File: config.mk
export PLATFORM = sky130hd
export DESIGN_NAME = mc_sequencer
export DESIGN_NICKNAME = d
export VERILOG_FILES = /design/src/rtl/mc_pkg.sv /design/src/rtl/mc_cfg_regfile.sv /design/src/rtl/mc_sequencer.sv
export SDC_FILE = /design/constraint.sdc
export NUM_CORES = 1
export LEC_CHECK = 0
export ABC_AREA = 1
export BUFFER_PORTS_ARGS = -buffer_cell sky130_fd_sc_hd__clkbuf_2
export CAP_MARGIN = 20
export CELL_PAD_IN_SITES_DETAIL_PLACEMENT = 2
export CELL_PAD_IN_SITES_GLOBAL_PLACEMENT = 2
export CORE_UTILIZATION = 33
export CTS_CLUSTER_DIAMETER = 100
export CTS_CLUSTER_SIZE = 12
export DETAILED_ROUTE_END_ITERATION = 16
export GPL_TIMING_DRIVEN = 0
export PLACE_DENSITY = 0.92
export REMOVE_ABC_BUFFERS = 1
export SYNTH_ARGS = -nofsm -noshare
export SYNTH_HDL_FRONTEND = slang
export SYNTH_HIERARCHICAL = 1
export SYNTH_SLANG_ARGS = --single-unit
File: constraint.sdc
create_clock -name clk -period 4.2 [get_ports clk]
set_clock_uncertainty 0.1 [all_clocks]
set_input_delay 0.84 -clock clk [delete_from_list [all_inputs] [get_ports clk]]
set_output_delay 0.84 -clock clk [all_outputs]
set_load 0.02 [all_outputs]
File: src/rtl/mc_pkg.sv
// Shared encodings for the Monte Carlo sequencer: pin commands, FSM states and config slots.
package mc_pkg;

    localparam logic [1:0] CMD_NOP  = 2'b00;
    localparam logic [1:0] CMD_LOAD = 2'b01;
    localparam logic [1:0] CMD_RUN  = 2'b10;
    localparam logic [1:0] CMD_READ = 2'b11;

    typedef enum logic [2:0] {
        IDLE,
        LOAD,
        REQ,
        WAIT_RN,
        PATH_END,
        FLUSH,
        DONE
    } state_e;

    localparam logic [1:0] CFG_S0     = 2'd0;
    localparam logic [1:0] CFG_STRIKE = 2'd1;
    localparam logic [1:0] CFG_NPATHS = 2'd2;
    localparam logic [1:0] CFG_NSTEPS = 2'd3;

    localparam logic [15:0] FP16_NAN = 16'h7E00;

endpackage

File: src/rtl/mc_cfg_regfile.sv
// Load-indexed 4-word config store: one word per write cycle, index wraps 3->0.
// Writes land on the next edge; the caller gates wr_en so cfg is frozen during a run.
module mc_cfg_regfile
    import mc_pkg::*;
#(
    parameter int CNT_W = 12
) (
    input  logic             clk,
    input  logic             rst,
    input  logic             wr_en,
    input  logic             idx_clr,
    input  logic [CNT_W-1:0] din,
    output logic [CNT_W-1:0] cfg_s0,
    output logic [CNT_W-1:0] cfg_strike,
    output logic [CNT_W-1:0] cfg_npaths,
    output logic [CNT_W-1:0] cfg_nsteps
);

    logic [1:0]       idx;
    logic [CNT_W-1:0] cfg_q [4];

    always_ff @(posedge clk or posedge rst) begin
        if (rst) begin
            idx <= '0;
            for (int i = 0; i < 4; i++) cfg_q[i] <= '0;
        end else if (wr_en) begin
            cfg_q[idx] <= din;
            idx        <= idx + 2'd1;
        end else if (idx_clr) begin
            idx <= '0;
        end
    end

    assign cfg_s0     = cfg_q[CFG_S0];
    assign cfg_strike = cfg_q[CFG_STRIKE];
    assign cfg_npaths = cfg_q[CFG_NPATHS];
    assign cfg_nsteps = cfg_q[CFG_NSTEPS];

endmodule

File: src/rtl/mc_sequencer.sv
// Sequences Sobol -> path generator -> pricing over npaths x nsteps, then holds the priced result.
// pg_valid lags sobol_valid by one cycle; every datapath wait is bounded by TIMEOUT and aborts to DONE.
module mc_sequencer
    import mc_pkg::*;
#(
    parameter int CNT_W   = 12,
    parameter int DATA_W  = 16,
    parameter int TIMEOUT = 1023
) (
    input  logic              clk,
    input  logic              rst,
    input  logic [1:0]        cmd,
    input  logic [CNT_W-1:0]  din,
    output logic [DATA_W-1:0] dout,
    output logic              busy,
    output logic              done,
    output logic              err,
    output logic [CNT_W-1:0]  cfg_s0,
    output logic [CNT_W-1:0]  cfg_strike,
    output logic [CNT_W-1:0]  cfg_npaths,
    output logic [CNT_W-1:0]  cfg_nsteps,
    output logic              sobol_start,
    input  logic              sobol_valid,
    input  logic [DATA_W-1:0] sobol_data,
    output logic              pg_valid,
    output logic [DATA_W-1:0] pg_data,
    output logic              pg_first,
    output logic              pg_last,
    input  logic              pg_path_done,
    output logic              pr_accum,
    output logic              pr_finish,
    input  logic              pr_valid,
    input  logic [DATA_W-1:0] pr_result
);

    localparam int TMR_W = $clog2(TIMEOUT + 1);

    state_e            state, state_nxt;
    logic [CNT_W-1:0]  step_cnt, path_cnt;
    logic [TMR_W-1:0]  timer;
    logic [DATA_W-1:0] result;
    logic              cfg_wr, idx_clr, run_start, cfg_zero;
    logic              last_step, last_path;
    logic              wait_state, awaited, tmo_hit;

    mc_cfg_regfile #(.CNT_W(CNT_W)) u_cfg (
        .clk        (clk),
        .rst        (rst),
        .wr_en      (cfg_wr),
        .idx_clr    (idx_clr),
        .din        (din),
        .cfg_s0     (cfg_s0),
        .cfg_strike (cfg_strike),
        .cfg_npaths (cfg_npaths),
        .cfg_nsteps (cfg_nsteps)
    );

    assign cfg_wr    = (cmd == CMD_LOAD) && (state == IDLE || state == LOAD || state == DONE);
    assign idx_clr   = (state == IDLE) && (cmd == CMD_NOP);
    assign run_start = (cmd == CMD_RUN) && (state == IDLE || state == DONE);
    assign cfg_zero  = (cfg_npaths == '0) || (cfg_nsteps == '0);
    // Only consulted once a run is under way, so the zero check has already excluded underflow.
    assign last_step = (step_cnt == cfg_nsteps - CNT_W'(1));
    assign last_path = (path_cnt == cfg_npaths - CNT_W'(1));

    always_comb begin
        wait_state = 1'b0;
        awaited    = 1'b0;
        case (state)
            WAIT_RN:  begin wait_state = 1'b1; awaited = sobol_valid;  end
            PATH_END: begin wait_state = 1'b1; awaited = pg_path_done; end
            FLUSH:    begin wait_state = 1'b1; awaited = pr_valid;     end
            default:  ;
        endcase
    end

    assign tmo_hit = wait_state && !awaited && (timer == TMR_W'(TIMEOUT));

    always_ff @(posedge clk or posedge rst) begin
        if (rst) state <= IDLE;
        else     state <= state_nxt;
    end

    always_comb begin
        state_nxt = state;
        case (state)
            IDLE, DONE: begin
                case (cmd)
                    CMD_LOAD:           state_nxt = LOAD;
                    CMD_RUN:            state_nxt = cfg_zero ? DONE : REQ;
                    CMD_NOP, CMD_READ:  state_nxt = state;
                    default:            state_nxt = state;
                endcase
            end
            LOAD:     if (cmd != CMD_LOAD) state_nxt = IDLE;
            REQ:      state_nxt = WAIT_RN;
            WAIT_RN: begin
                if (sobol_valid)  state_nxt = last_step ? PATH_END : REQ;
                else if (tmo_hit) state_nxt = DONE;
            end
            PATH_END: begin
                if (pg_path_done) state_nxt = last_path ? FLUSH : REQ;
                else if (tmo_hit) state_nxt = DONE;
            end
            FLUSH:    if (pr_valid || tmo_hit) state_nxt = DONE;
            default:  state_nxt = IDLE;
        endcase
    end

    always_comb begin
        sobol_start = (state == REQ);
        busy        = (state == REQ) || (state == WAIT_RN) || (state == PATH_END) || (state == FLUSH);
        done        = (state == DONE);
        pr_accum    = (state == PATH_END) && pg_path_done;
        pr_finish   = pr_accum && last_path;
        dout        = done ? result : DATA_W'(path_cnt);
    end

    always_ff @(posedge clk or posedge rst) begin
        if (rst) begin
            step_cnt <= '0;
            path_cnt <= '0;
            timer    <= '0;
            result   <= '0;
            err      <= 1'b0;
            pg_valid <= 1'b0;
            pg_data  <= '0;
            pg_first <= 1'b0;
            pg_last  <= 1'b0;
        end else begin
            pg_valid <= 1'b0;
            pg_first <= 1'b0;
            pg_last  <= 1'b0;
            if (state == WAIT_RN && sobol_valid) begin
                pg_valid <= 1'b1;
                pg_data  <= sobol_data;
                pg_first <= (step_cnt == '0);
                pg_last  <= last_step;
                step_cnt <= last_step ? '0 : step_cnt + CNT_W'(1);
            end
            if (pr_accum) path_cnt <= path_cnt + CNT_W'(1);
            if (state == FLUSH && pr_valid) result <= pr_result;
            if (run_start) begin
                err      <= cfg_zero;
                path_cnt <= '0;
                step_cnt <= '0;
                if (cfg_zero) result <= '0;
            end
            if (tmo_hit) begin
                err    <= 1'b1;
                result <= DATA_W'(FP16_NAN);
            end
            if (state_nxt != state) timer <= '0;
            else if (wait_state && !awaited) timer <= timer + TMR_W'(1);
        end
    end

endmodule

==> reports/results.ini <==
[power_and_ir_drop]
internal_power_uw = 3880
power.switching_uw = 3730
worst_ir_drop_vdd_v = 0.000346
switching_share = 0.490
combinationalPowerShare = 0.498
clkPwrFrac = 0.222
power.static_leakage_uw = 0.00469
share_seq_of_total_power = 0.280
p_per_area_mw_per_mm2 = 891

[placement]
buffer_ports.inserted = 139
detailed_place.area_mm2 = 0.00789
globalplace.congestion = 0.804
detailedPlace.worstSlack_ns = 0.847
detailedPlacementHpwl_um = 17900

[floorplan]
floorplan.io_pins = 140
placeable_core_region_mm2 = 0.0204
fp.dieArea_mm2 = 0.0215
die_width_um = 146
start_util = 0.338
placementRows = 52
die_h_um = 146

[clock_network]
path_clk_slew_ns = 0.06
clkLatencyLatePin_ns = 0.44
cts_hold_buffers = 0
post_cts_resized = 0
cts_inserted_buffers = 17
cts-root-to-sink-buffers = 2
tritoncts_num_sinks = 123
number_of_levels_the_h_tree_was_split_into = 4
tritoncts = yes
cts_setup_buffers = 0
ctsRootBufferMaster = clkbuf_16

[timing]
hold_slack_ns = 0.208
final.min_clock_period_ns = 3.71
setup_violations = 0
grt_setup_unrepaired = false
final.period_utilization = 0.884
clock.fmax_mhz = 269
max_slew_margin = 0.235
worstMarginPinSlew_ns = 1.15
final_critical_path_setup_slack_ns = 0.489
hold_viol = 0
final-max-slew-violation-count = 0

[synth]
synthTopCellsByCount = nand2_1 (321), dfrtp_1 (123), inv_1 (103)
synth_xor_xnor_area_share = 0.0369
proportion_of_netlist_area_held_by_the_largest_area_contributor = 0.447
synth_edf_count = 0
synth_sequential_area_ratio = 0.447
avgSynthCellArea_um2 = 7.40
dominant_combinational_cell_family_by_area_after_synthesis = simple AND/OR/NAND/NOR gates
synth.lib_cells_used.distinct = 40
syn-instance-count = 931
synth_top_area_cell = dfrtp_1
top_cells_by_area_synth = dfrtp_1 (45%), nand2_1 (17%), nand3_1 (7.0%)
synth_simple_gate_area_share = 0.349
synth-compound-area-share = 0.0647
synth.mux.area_fraction = 0.00145
count_leader_synth = nand2_1
arithmetic_cell_share_of_the_synthesized_area_counting_full_adders_half_adders_and_majority_gates = 0.0236
yosys_register_bits = 123
synth.yosys.warnings = 6
postSynth.asyncResetShare = 1.00
synth_ff_type = dfrtp_1
netlist_area_mm2 = 0.00689

[grt]
antenna_found_initial = 2
grt_pass1_vias = 7978
grtUsageTotal = 0.266
overflow = 0
grt_first_pass_wirelength_um = 44100
grt_start_max_net_pins = 67

[critical_path]
crit_fanout = 7
reg2reg_depth = 9
cpMaxStageDelayCell = dfrtp_1
rr_endpoint = step_cnt[9]
crit_path_max_incr_delay_ns = 0.44
crit_arrival_ns = 2.77
critPathRequiredTime_ns = 3.26
top_delay_family_on_crit_path = simple AND/OR/NAND/NOR gates
crit_type = register to output pin
crit_buf_inv = 2
path_cells = inv_1 -> ha_1 -> nand2_1 -> nor2_1 -> nand2_1 -> nand2_1 -> nand3_1 -> nor2_1 -> nand3_1 -> nor2_1 -> clkbuf_2
endpoint_kind = output pin
rrSetupSlack_ns = 1.00
timing.critical_path.from_type = register
r2r-start = state[0]

[route]
drt_iter0_markers = 274
postRouteWirelength_um = 27100
drt_first_pass_iters = 4
routed-via-count = 6905
via_count_normalized_by_instance_count = 5.11
remaining_drcs = 0
ant_nets = 0
avgRoutedWirePerCell_um = 20.1

[layout]
final_area_mm2 = 0.00854
number_of_inserted_diodes = 0
nets = 1131
area_delta_synth_final_pct = 24.0
drive_above_1_share = 0.199

[outcome]
status = complete, no violations

[run]
maxCapViolCount = 0

[min_path]
min_path_type = primary input to asynchronous set/reset pin

-- worst max-delay path by stage --
| stage | from | end | slack [ns] | cells past startpoint |
|---|---|---|---|---|
| 2_1_floorplan | state[0] | u_cfg/cfg_npaths[0] | -0.52 | 8 |
| 3_3_place_gp | state[0] | u_cfg/cfg_npaths[11] | -2.29 | 8 |
| 3_5_place_dp | sobol_valid | step_cnt[10] | 0.85 | 7 |
| 4_1_cts | u_cfg/cfg_npaths[0] | pr_finish | 0.52 | 11 |
| 5_1_grt | u_cfg/cfg_npaths[0] | pr_finish | 0.37 | 11 |
| 6_report | u_cfg/cfg_npaths[0] | pr_finish | 0.49 | 11 |
-- cell usage in the layout (no fill, tap or decap), types with 3 or more instances in the layout --
master	count
inv_1	101
nand4_1	10
inv_2	3
nor3_1	12
o22ai_1	6
bufinv_16	5
clkbuf_16	17
dfrtp_1	123
nand2_2	4
or2_2	11
xnor2_1	13
clkinv_2	3
nand2_4	3
o21ai_0	32
o221ai_1	6
a21oi_1	10
nor2_1	77
o211ai_1	11
ha_1	13
nand3_1	96
xor2_1	16
nor2_2	12
nor2_4	3
clkbuf_2	139
nand2_1	321
-- power by group through the flow --
stage | clock (uW) | sequential (uW) | combinational, uW
floorplan | 0 | 2340 | 2140
global placement | 0 | 2090 | 3350
detailed placement | 0 | 2130 | 3630
CTS | 1720 | 2130 | 3830
global route | 1760 | 2190 | 4190
finish | 1690 | 2130 | 3790
-- final cells by class --
type / count / area (um2)
Tap cell: 270 / 338
Clock inverter: 11 / 190
Sequential cell: 123 / 3080
Timing Repair Buffer: 143 / 778
Multi-Input combinational cell: 674 / 3290
Inverter: 108 / 410
Clock buffer: 21 / 460
Fill cell: 2372 / 11800
-- kinds of logic after synthesis --
logic type	after synthesis
buffers and inverters	134
adder cells (fa/ha/maj)	13
multiplexers	1
flip-flops	123
XOR/XNOR	29
AO/OA/AOI/OAI	74
AND/OR/NAND/NOR	557
-- flip-flops by register name, summed over array words and instances, names as in the netlist, 2 cells and up --
register and flops:
timer 10, u_cfg/cfg_strike 12, pg_data 16, u_cfg/cfg_nsteps 12
u_cfg/cfg_npaths 12, result 16, state 3, u_cfg/idx 2
u_cfg/cfg_s0 12, path_cnt 12, step_cnt 12
-- stage by stage --
step           power, uW   util  cells  TNS [ns]
2_1_floorplan       4480      -    905    -23.65
3_3_place_gp        5440  0.383   1314   -110.11
3_5_place_dp        5750  0.388   1318         0
4_1_cts             7680  0.419   1350         0
5_1_grt             8140  0.419   1350         0
6_report            7610  0.419   1350         0
-- metal layers --
metal	global-route usage	routed length, um	part of all wire
met4	0.124	860	0.032
met2	0.478	14200	0.53
met1	0.299	11000	0.41
met3	0.0581	971	0.036
met5	0	0	0
(Power assumes the default switching activity.)
